$ cat src/rtl/fp_alu_pkg.sv
// Shared FP adder-path constants and the unpack/normalise FSM state encoding.
package fp_alu_pkg;

  localparam int unsigned MANT_W  = 24;
  localparam int unsigned EXP_W   = 8;
  localparam int unsigned EXP_MAX = (1 << EXP_W) - 1;

  typedef enum logic [1:0] {
    IDLE = 2'd0,
    NORM = 2'd1,
    DONE = 2'd2
  } state_t;

endpackage : fp_alu_pkg

$ cat src/rtl/fp_sum_unpack_norm_if.sv
// Valid/ready bus between the mantissa adder, the unpack/normalise stage and the packer.
interface fp_sum_unpack_norm_if #(
  parameter int unsigned MANT_W = fp_alu_pkg::MANT_W,
  parameter int unsigned EXP_W  = fp_alu_pkg::EXP_W
);

  // Upstream side: signed mantissa sum and aligned exponent.
  logic                in_valid;
  logic                in_ready;
  logic [MANT_W+1:0]   in_sum;
  logic [EXP_W-1:0]    in_exp;

  // Downstream side: sign-magnitude normalised result and status flags.
  logic                out_valid;
  logic                out_ready;
  logic                out_sign;
  logic [MANT_W-1:0]   out_mant;
  logic [EXP_W-1:0]    out_exp;
  logic                out_zero;
  logic                out_uflow;
  logic                out_oflow;

  // Producer of sums and consumer of results (adder/packer, or a bench).
  modport master (
    output in_valid, in_sum, in_exp, out_ready,
    input  in_ready, out_valid, out_sign, out_mant, out_exp,
           out_zero, out_uflow, out_oflow
  );

  // The unpack/normalise block itself.
  modport slave (
    input  in_valid, in_sum, in_exp, out_ready,
    output in_ready, out_valid, out_sign, out_mant, out_exp,
           out_zero, out_uflow, out_oflow
  );

endinterface : fp_sum_unpack_norm_if

$ cat src/rtl/fp_sum_unpack_norm_negate.sv
// Combinational two's-complement negation (~x + 1) of a W-bit vector.
module twos_negate_w #(
  parameter int unsigned W = 8
) (
  input  logic [W-1:0] x_i,
  output logic [W-1:0] y_o
);

  assign y_o = ~x_i + W'(1);

endmodule : twos_negate_w

$ cat src/rtl/fp_sum_unpack_norm.sv
// Converts a signed mantissa sum to sign-magnitude and normalises it,
// one shift per cycle, adjusting the exponent and flagging zero/uflow/oflow.
module fp_sum_unpack_norm #(
  parameter int unsigned MANT_W = fp_alu_pkg::MANT_W,
  parameter int unsigned EXP_W  = fp_alu_pkg::EXP_W
) (
  input  logic                 clk,
  input  logic                 rst_n,
  fp_sum_unpack_norm_if.slave  bus
);

  import fp_alu_pkg::*;

  localparam int unsigned      SUM_W   = MANT_W + 2;
  localparam logic [EXP_W-1:0] EXP_TOP = '1;

  state_t              state_q, state_d;
  logic                sign_q, sign_d;
  logic [SUM_W-1:0]    mag_q, mag_d;
  logic [EXP_W-1:0]    exp_q, exp_d;

  logic                o_valid_q, o_valid_d;
  logic                o_sign_q, o_sign_d;
  logic [MANT_W-1:0]   o_mant_q, o_mant_d;
  logic [EXP_W-1:0]    o_exp_q, o_exp_d;
  logic                o_zero_q, o_zero_d;
  logic                o_uflow_q, o_uflow_d;
  logic                o_oflow_q, o_oflow_d;

  logic [SUM_W-1:0]    neg_sum;
  logic [EXP_W-1:0]    exp_inc;

  twos_negate_w #(
    .W (SUM_W)
  ) u_negate (
    .x_i (bus.in_sum),
    .y_o (neg_sum)
  );

  // Next-state, datapath and result-register logic for IDLE/NORM/DONE.
  always_comb begin
    state_d   = state_q;
    sign_d    = sign_q;
    mag_d     = mag_q;
    exp_d     = exp_q;
    o_valid_d = o_valid_q;
    o_sign_d  = o_sign_q;
    o_mant_d  = o_mant_q;
    o_exp_d   = o_exp_q;
    o_zero_d  = o_zero_q;
    o_uflow_d = o_uflow_q;
    o_oflow_d = o_oflow_q;
    // Saturating increment so an input exponent already at the top cannot wrap.
    exp_inc   = (exp_q == EXP_TOP) ? EXP_TOP : exp_q + EXP_W'(1);

    unique case (state_q)
      IDLE: begin
        if (bus.in_valid) begin
          sign_d  = bus.in_sum[SUM_W-1];
          mag_d   = bus.in_sum[SUM_W-1] ? neg_sum : bus.in_sum;
          exp_d   = bus.in_exp;
          state_d = NORM;
        end
      end

      NORM: begin
        if (mag_q == '0) begin
          o_sign_d  = 1'b0;
          o_mant_d  = '0;
          o_exp_d   = '0;
          o_zero_d  = 1'b1;
          o_uflow_d = 1'b0;
          o_oflow_d = 1'b0;
          o_valid_d = 1'b1;
          state_d   = DONE;
        end else if (mag_q[SUM_W-1:MANT_W] != '0) begin
          mag_d = mag_q >> 1;
          exp_d = exp_inc;
          if (exp_inc == EXP_TOP) begin
            o_sign_d  = sign_q;
            o_mant_d  = '0;
            o_exp_d   = EXP_TOP;
            o_zero_d  = 1'b0;
            o_uflow_d = 1'b0;
            o_oflow_d = 1'b1;
            o_valid_d = 1'b1;
            state_d   = DONE;
          end
        end else if (mag_q[MANT_W-1]) begin
          o_sign_d  = sign_q;
          o_mant_d  = mag_q[MANT_W-1:0];
          o_exp_d   = exp_q;
          o_zero_d  = 1'b0;
          o_uflow_d = 1'b0;
          o_oflow_d = 1'b0;
          o_valid_d = 1'b1;
          state_d   = DONE;
        end else if (exp_q <= EXP_W'(1)) begin
          o_sign_d  = sign_q;
          o_mant_d  = mag_q[MANT_W-1:0];
          o_exp_d   = '0;
          o_zero_d  = 1'b0;
          o_uflow_d = 1'b1;
          o_oflow_d = 1'b0;
          o_valid_d = 1'b1;
          state_d   = DONE;
        end else begin
          mag_d = mag_q << 1;
          exp_d = exp_q - EXP_W'(1);
        end
      end

      DONE: begin
        if (bus.out_ready) begin
          o_valid_d = 1'b0;
          state_d   = IDLE;
        end
      end

      default: begin
        o_valid_d = 1'b0;
        state_d   = IDLE;
      end
    endcase
  end

  // State, working registers and registered outputs; reset drops any pending item.
  always_ff @(posedge clk or negedge rst_n) begin
    if (!rst_n) begin
      state_q   <= IDLE;
      sign_q    <= 1'b0;
      mag_q     <= '0;
      exp_q     <= '0;
      o_valid_q <= 1'b0;
      o_sign_q  <= 1'b0;
      o_mant_q  <= '0;
      o_exp_q   <= '0;
      o_zero_q  <= 1'b0;
      o_uflow_q <= 1'b0;
      o_oflow_q <= 1'b0;
    end else begin
      state_q   <= state_d;
      sign_q    <= sign_d;
      mag_q     <= mag_d;
      exp_q     <= exp_d;
      o_valid_q <= o_valid_d;
      o_sign_q  <= o_sign_d;
      o_mant_q  <= o_mant_d;
      o_exp_q   <= o_exp_d;
      o_zero_q  <= o_zero_d;
      o_uflow_q <= o_uflow_d;
      o_oflow_q <= o_oflow_d;
    end
  end

  assign bus.in_ready  = (state_q == IDLE);
  assign bus.out_valid = o_valid_q;
  assign bus.out_sign  = o_sign_q;
  assign bus.out_mant  = o_mant_q;
  assign bus.out_exp   = o_exp_q;
  assign bus.out_zero  = o_zero_q;
  assign bus.out_uflow = o_uflow_q;
  assign bus.out_oflow = o_oflow_q;

endmodule : fp_sum_unpack_norm
$ cat src/flat_wrapper.sv
// flat-port wrapper written by rule: the top's interface ports become plain ports
module fp_sum_unpack_norm_flat import fp_alu_pkg::*;
#(
  parameter int unsigned MANT_W = fp_alu_pkg::MANT_W,
  parameter int unsigned EXP_W  = fp_alu_pkg::EXP_W
)
  (clk, rst_n, bus_in_valid, bus_in_sum, bus_in_exp, bus_out_ready, bus_in_ready, bus_out_valid, bus_out_sign, bus_out_mant, bus_out_exp, bus_out_zero, bus_out_uflow, bus_out_oflow);
  fp_sum_unpack_norm_if #(.MANT_W(MANT_W), .EXP_W(EXP_W)) bus_i ();
  input  logic clk;
  input  logic rst_n;
  input wire logic [$bits(bus_i.in_valid)-1:0] bus_in_valid;
  input wire logic [$bits(bus_i.in_sum)-1:0] bus_in_sum;
  input wire logic [$bits(bus_i.in_exp)-1:0] bus_in_exp;
  input wire logic [$bits(bus_i.out_ready)-1:0] bus_out_ready;
  output wire logic [$bits(bus_i.in_ready)-1:0] bus_in_ready;
  output wire logic [$bits(bus_i.out_valid)-1:0] bus_out_valid;
  output wire logic [$bits(bus_i.out_sign)-1:0] bus_out_sign;
  output wire logic [$bits(bus_i.out_mant)-1:0] bus_out_mant;
  output wire logic [$bits(bus_i.out_exp)-1:0] bus_out_exp;
  output wire logic [$bits(bus_i.out_zero)-1:0] bus_out_zero;
  output wire logic [$bits(bus_i.out_uflow)-1:0] bus_out_uflow;
  output wire logic [$bits(bus_i.out_oflow)-1:0] bus_out_oflow;
  assign bus_i.in_valid = bus_in_valid;
  assign bus_i.in_sum = bus_in_sum;
  assign bus_i.in_exp = bus_in_exp;
  assign bus_i.out_ready = bus_out_ready;
  assign bus_in_ready = bus_i.in_ready;
  assign bus_out_valid = bus_i.out_valid;
  assign bus_out_sign = bus_i.out_sign;
  assign bus_out_mant = bus_i.out_mant;
  assign bus_out_exp = bus_i.out_exp;
  assign bus_out_zero = bus_i.out_zero;
  assign bus_out_uflow = bus_i.out_uflow;
  assign bus_out_oflow = bus_i.out_oflow;
  fp_sum_unpack_norm #(.MANT_W(MANT_W), .EXP_W(EXP_W)) u_core (.clk(clk), .rst_n(rst_n), .bus(bus_i));
endmodule
$ cat config.mk
export PLATFORM = sky130hd
export DESIGN_NAME = fp_sum_unpack_norm_flat
export DESIGN_NICKNAME = d
export VERILOG_FILES = /design/src/rtl/fp_alu_pkg.sv /design/src/rtl/fp_sum_unpack_norm_if.sv /design/src/rtl/fp_sum_unpack_norm_negate.sv /design/src/rtl/fp_sum_unpack_norm.sv /design/src/flat_wrapper.sv
export SDC_FILE = /design/constraint.sdc
export NUM_CORES = 1
export LEC_CHECK = 0
export CORE_UTILIZATION = 60
export CTS_BUF_LIST = sky130_fd_sc_hd__clkbuf_4
export CTS_CLUSTER_DIAMETER = 200
export DETAILED_ROUTE_END_ITERATION = 7
export HOLD_SLACK_MARGIN = 0.12
export PLACE_DENSITY = 0.9
export SLEW_MARGIN = 30
export SYNTH_ARGS = -nofsm -noshare
export SYNTH_HDL_FRONTEND = slang
export SYNTH_SLANG_ARGS = --single-unit
$ cat constraint.sdc
create_clock -name clk -period 5.8 [get_ports clk]
set_input_delay 1.16 -clock clk [delete_from_list [all_inputs] [get_ports clk]]
set_output_delay 1.16 -clock clk [all_outputs]
set_load 0.005 [all_outputs]
After elaboration in Yosys (flattened, before gate mapping). Index checks and enable logic that the tools add are counted. W data, S select, Z words.

Word-level logic and storage cells: 95. Bits of input ports: 38. Bits in registers: 74.

$add $sub $neg: 3. Bitwise operators: 2. $lt $le $gt $ge: 1. Reductions and logical operators: 11. Equality and inequality tests: 12. Mux-type cells: 54.

Operators with widths (count): $mux W26 (6); $mux W24 (5); $mux W8 (11); $pmux W26 S2 (1); $add A26 B1 Y26 const B (1); $logic_not A26 Y1 (1); $not A26 Y26 (1); $mux W1 (21); $eq A8 B8 Y1 const B (2); $pmux W8 S2 (1); $mux W2 (7); $add A8 B1 Y8 const B (1); $le A8 B1 Y1 const B (1); $reduce_and A4 Y1 (2); $sub A8 B1 Y8 const B (1); $ne A2 B2 Y1 const B (3); $ne A3 B2 Y1 const B (2); $pmux W2 S3 (1); $reduce_and A3 Y1 (2); $ne A5 B1 Y1 const B (1); $reduce_and A5 Y1 (1); $ne A4 B3 Y1 const B (1); $reduce_bool A2 Y1 (2); $reduce_bool A4 Y1 (1); 7 further kinds (7).

Logic depth before layout (Yosys ltp).
Word-level depth: 7. Mapped depth: 9.

Cells and area by module. A second synthesis with hierarchy kept.

Cells, all modules: 475. Area total of the unflattened synthesis: 4575.6 um2.

By module, submodules not included: fp_sum_unpack_norm (instances 1, sequential area each 1851.8 um2, cells an instance 405, area each 4062.6 um2); twos_negate_w (instances 1, sequential area each 0.0 um2, cells an instance 70, area each 513.0 um2).

Worst setup path after synthesis. OpenSTA, ideal clock, no wires.

Kind: input port to flip-flop. Start: in bus_in_sum[4]. End: reg u_core.mag_q[17]. Setup time: 0.090 ns. Arrival time: 3.147 ns. Stages: 7. Path slack: 2.563 ns. Buffers on the path: 2. Cells stage by stage: or4_1 buf_2 or3_1 buf_2 or4b_1 and3_4 o31ai_4.

Longest elaborated chain between the ends: 5.

RTL lines: start: declaration (line flat_wrapper.sv:12) `input wire logic [$bits(bus_i.in_sum)-1:0] bus_in_sum;`; $not A26 Y26 (line fp_sum_unpack_norm_negate.sv:9) `assign y_o = ~x_i + W'(1);`; $add A26 B1 Y26 (line fp_sum_unpack_norm_negate.sv:9); $mux W26 (line fp_sum_unpack_norm.sv:60) `mag_d = bus.in_sum[SUM_W-1] ? neg_sum : bus.in_sum;`; $mux W26 (line fp_sum_unpack_norm.sv:58) `if (bus.in_valid) begin`; $pmux W26 S2 (line fp_sum_unpack_norm.sv:56) `unique case (state_q)`; end signal: assignment (line fp_sum_unpack_norm.sv:144) `mag_q <= mag_d;`; end: declaration (line fp_sum_unpack_norm.sv:19) `logic [SUM_W-1:0] mag_q, mag_d;`.

No other way between the ends. The select of a mux whose other input is x is not followed. A chain may end at the register's enable or synchronous reset.

Worst setup path in the final report.
Start: reg u_core.exp_q[0]. End: reg u_core.mag_q[11].

Longest elaborated chain between the ends: 3.

RTL lines: start: declaration (line fp_sum_unpack_norm.sv:20) `logic [EXP_W-1:0] exp_q, exp_d;`; start signal: assignment (line fp_sum_unpack_norm.sv:145) `exp_q <= exp_d;`; $le A8 B1 Y1 (line fp_sum_unpack_norm.sv:98) `end else if (exp_q <= EXP_W'(1)) begin`; $ne A3 B2 Y1 (no source line); $reduce_and A5 Y1 (no source line).

No other way between the ends.

==> metrics.yaml <==
grt_usage_pct: 35.60
slowest_delay_ps: 730
wl_per_cell_um: 20.82
ctsHoldBuffers: 0
crit_arrival_ps: 4120
cts_resized: 0
routed_wl_um: 13450
cts_sinks: 74
async_flop_share_pct: 100.0
netlist_area_um2: 4443
initial_core_util_pct: 61.59
routed-via-count: 4585
hpwlAfterDp_um: 9376
postCtsSetupBuffers: 0
avgViaCountPerCell: 7.098
cts_buffer_depth: 2
die_height_um: 88.05
pwr_density_cell_nw_per_um2: 530.2
synth_top_area_share_pct: 41.68
finish.utilization_pct: 75.49
synth_nets: 527
worstPathMaxFanout: 12
yosysMostFrequentCell: "dfrtp_1"
fin_nets: 584
ant_nets: 0
start_kind: "flip-flop"
yosysSeqAreaShare_pct: 41.68
dr.first_iter.drc_count: 618
overflow: 0
synth.avg_cell_area_um2: 9.161
power_leakage_nw: 2.142
syn_to_final_growth_pct: 22.59
grt_pass1_vias: 4002
grt_pass1_wl_um: 20890
worstSetupEndpointType: "flip-flop"
htree_levels: 3
slew_headroom_pct: 37.59
synth_area_leaders: "dfrtp_1 42%, a22o_1 5.1%, o21ai_0 5.1%, nand2_1 4.1%, clkbuf_1 2.5%"
synth_area_leader_cell: "dfrtp_1"
chipWidth_um: 88.05
rows: 31
tightest_slew_ps: 931.8
drive_gt1_share_pct: 8.227
required_ps: 6120
ys_ff_latch: 74
fin_tns_setup_ps: 0
synth_edf_count: 0
io_buffers: 75
grt_max_degree: 75
yosysUniqueCellTypes: 62
dieArea_um2: 7753
syn_inst: 485
skew_ps: 14.23
tritoncts: "yes"
setup_violations: 0
timing.fmax_mhz: 263.4
synth_warnings: 0
drc_errors: 0
pin_count: 76
slew_violations: 0
finalCriticalPeriod_ps: 3796
worst_path_most_repeated_cell: "nor2_1"
worstPathCellList: "inv_1 -> ha_1 -> or2_0 -> a31oi_1 -> nor2_1 -> nor2_1 -> buf_4 -> mux2_2"
hp-class: "flip-flop to flip-flop"
clk_latency_ps: 430
hold_violations: 0
crit_slowest_cell: "a31oi_1"
routabilityCongestion: 0.9465
antenna_found_initial: 0
synthTopCellsByCount: "74 x dfrtp_1, 48 x nand2_1, 45 x o21ai_0"
diodes: 0
critPathBufInv: 2
core_area_um2: 7214
peakVddDrop_mv: 0.1973
firstDrtPassIters: 7
root_buffer: "clkbuf_4"
clk_pin_slew_ps: 130
drv_cap: 0
status: "finished clean"
synth_flop_cell: "dfrtp_1"
period_share_pct: 65.45
rsz0062_at_grt: "no"
critical_path.top_delay_family: "simple AND/OR/NAND/NOR gates"
cts_inserted_buffers: 9
worstSetupPathType: "flip-flop to flip-flop"
-- power breakdown --
part           internal [W]  total, W  leakage [nW]  switching (W)
sequential         0.000750   0.00106         0.910       0.000313
combinational      0.000666   0.00141          1.13       0.000743
clock              0.000224  0.000416        0.0968       0.000191
-- state kept, by name, indices dropped and copies added (netlist names) --
name	cells
u_core.mag_q	26
u_core.exp_q	8
u_core.bus.out_zero	1
u_core.bus.out_valid	1
u_core.bus.out_exp	8
u_core.state_q	2
u_core.sign_q	1
u_core.bus.out_uflow	1
u_core.bus.out_oflow	1
u_core.bus.out_sign	1
u_core.bus.out_mant	24
-- through the flow --
stage / cell area [um2] / setup slack [ps] / hold WS [ps] / total power, W / std cells
after CTS: 5431 / 2139 / 501.8 / 0.002840 / 646
after floorplan: 4443 / 2563 / 449.7 / 0.001841 / 485
after detailed placement: 5241 / 1883 / 476.4 / 0.002420 / 630
final: 5446 / 2004 / 505.2 / 0.002887 / 646
after global placement: 5230 / 1979 / 461.4 / 0.002348 / 630
after global routing: 5446 / 1848 / 530.3 / 0.003048 / 646
-- final timing paths --
kind	startpoint	to	slack, ps	cells past startpoint
worst max-delay path	u_core.exp_q[0]$_DFFE_PN0P_	u_core.mag_q[11]$_DFFE_PN0P_	2000	8
worst min-delay path	u_core.sign_q$_DFFE_PN0P_	u_core.sign_q$_DFFE_PN0P_	510	2
worst max register to register	u_core.exp_q[0]$_DFFE_PN0P_	u_core.mag_q[11]$_DFFE_PN0P_	2000	8
worst min register to register	u_core.sign_q$_DFFE_PN0P_	u_core.sign_q$_DFFE_PN0P_	510	2
max in group asynchronous	rst_n	u_core.bus.out_mant[10]$_DFFE_PN0P_	4510	2
min in group asynchronous	rst_n	u_core.exp_q[5]$_DFFE_PN0P_	810	2
-- worst register-to-register path: stages (launching register included) --
cell and delay, ps:
dfrtp_1 600, inv_1 120, ha_1 250, or2_0 340
a31oi_1 730, nor2_1 420, nor2_1 570, buf_4 310
mux2_2 360
-- cell type report --
| cell class | instances | area [um2] |
|---|---|---|
| clock buffer | 10 | 75.07 |
| clock inverter | 6 | 115.1 |
| fill | 538 | 1768 |
| inverter | 14 | 52.55 |
| multi-input combinational | 361 | 2426 |
| sequential | 74 | 1852 |
| tap | 99 | 123.9 |
| timing repair buffer | 82 | 802.0 |
-- placed cells by master (no fill, tap or decap), types with 14 or more instances in the layout --
master	instances
dfrtp_1	74
nor3_1	14
clkdlybuf4s50_1	74
o21ai_0	45
nand2_1	48
a21oi_1	18
inv_1	14
a22o_1	26
nor2_1	21
-- per-layer routing --
layer,up-vias,track usage (%),wire (um)
met2,356,53.63,6098
met3,33,6.975,1580
met4,0,10.41,251
li1,2009,-,-
met5,-,0,0
met1,2187,52.21,5521
-- logic make-up after synthesis --
logic type / Yosys count / share of synthesized area [%]
multiplexers: 12 / 2.929
flip-flops: 74 / 41.68
AO/OA/AOI/OAI: 184 / 30.27
adder cells (fa/ha/maj): 4 / 1.126
XOR/XNOR: 12 / 2.366
buffers and inverters: 50 / 4.393
AND/OR/NAND/NOR: 149 / 17.23
Note: power is estimated with default switching activity, not from simulation.
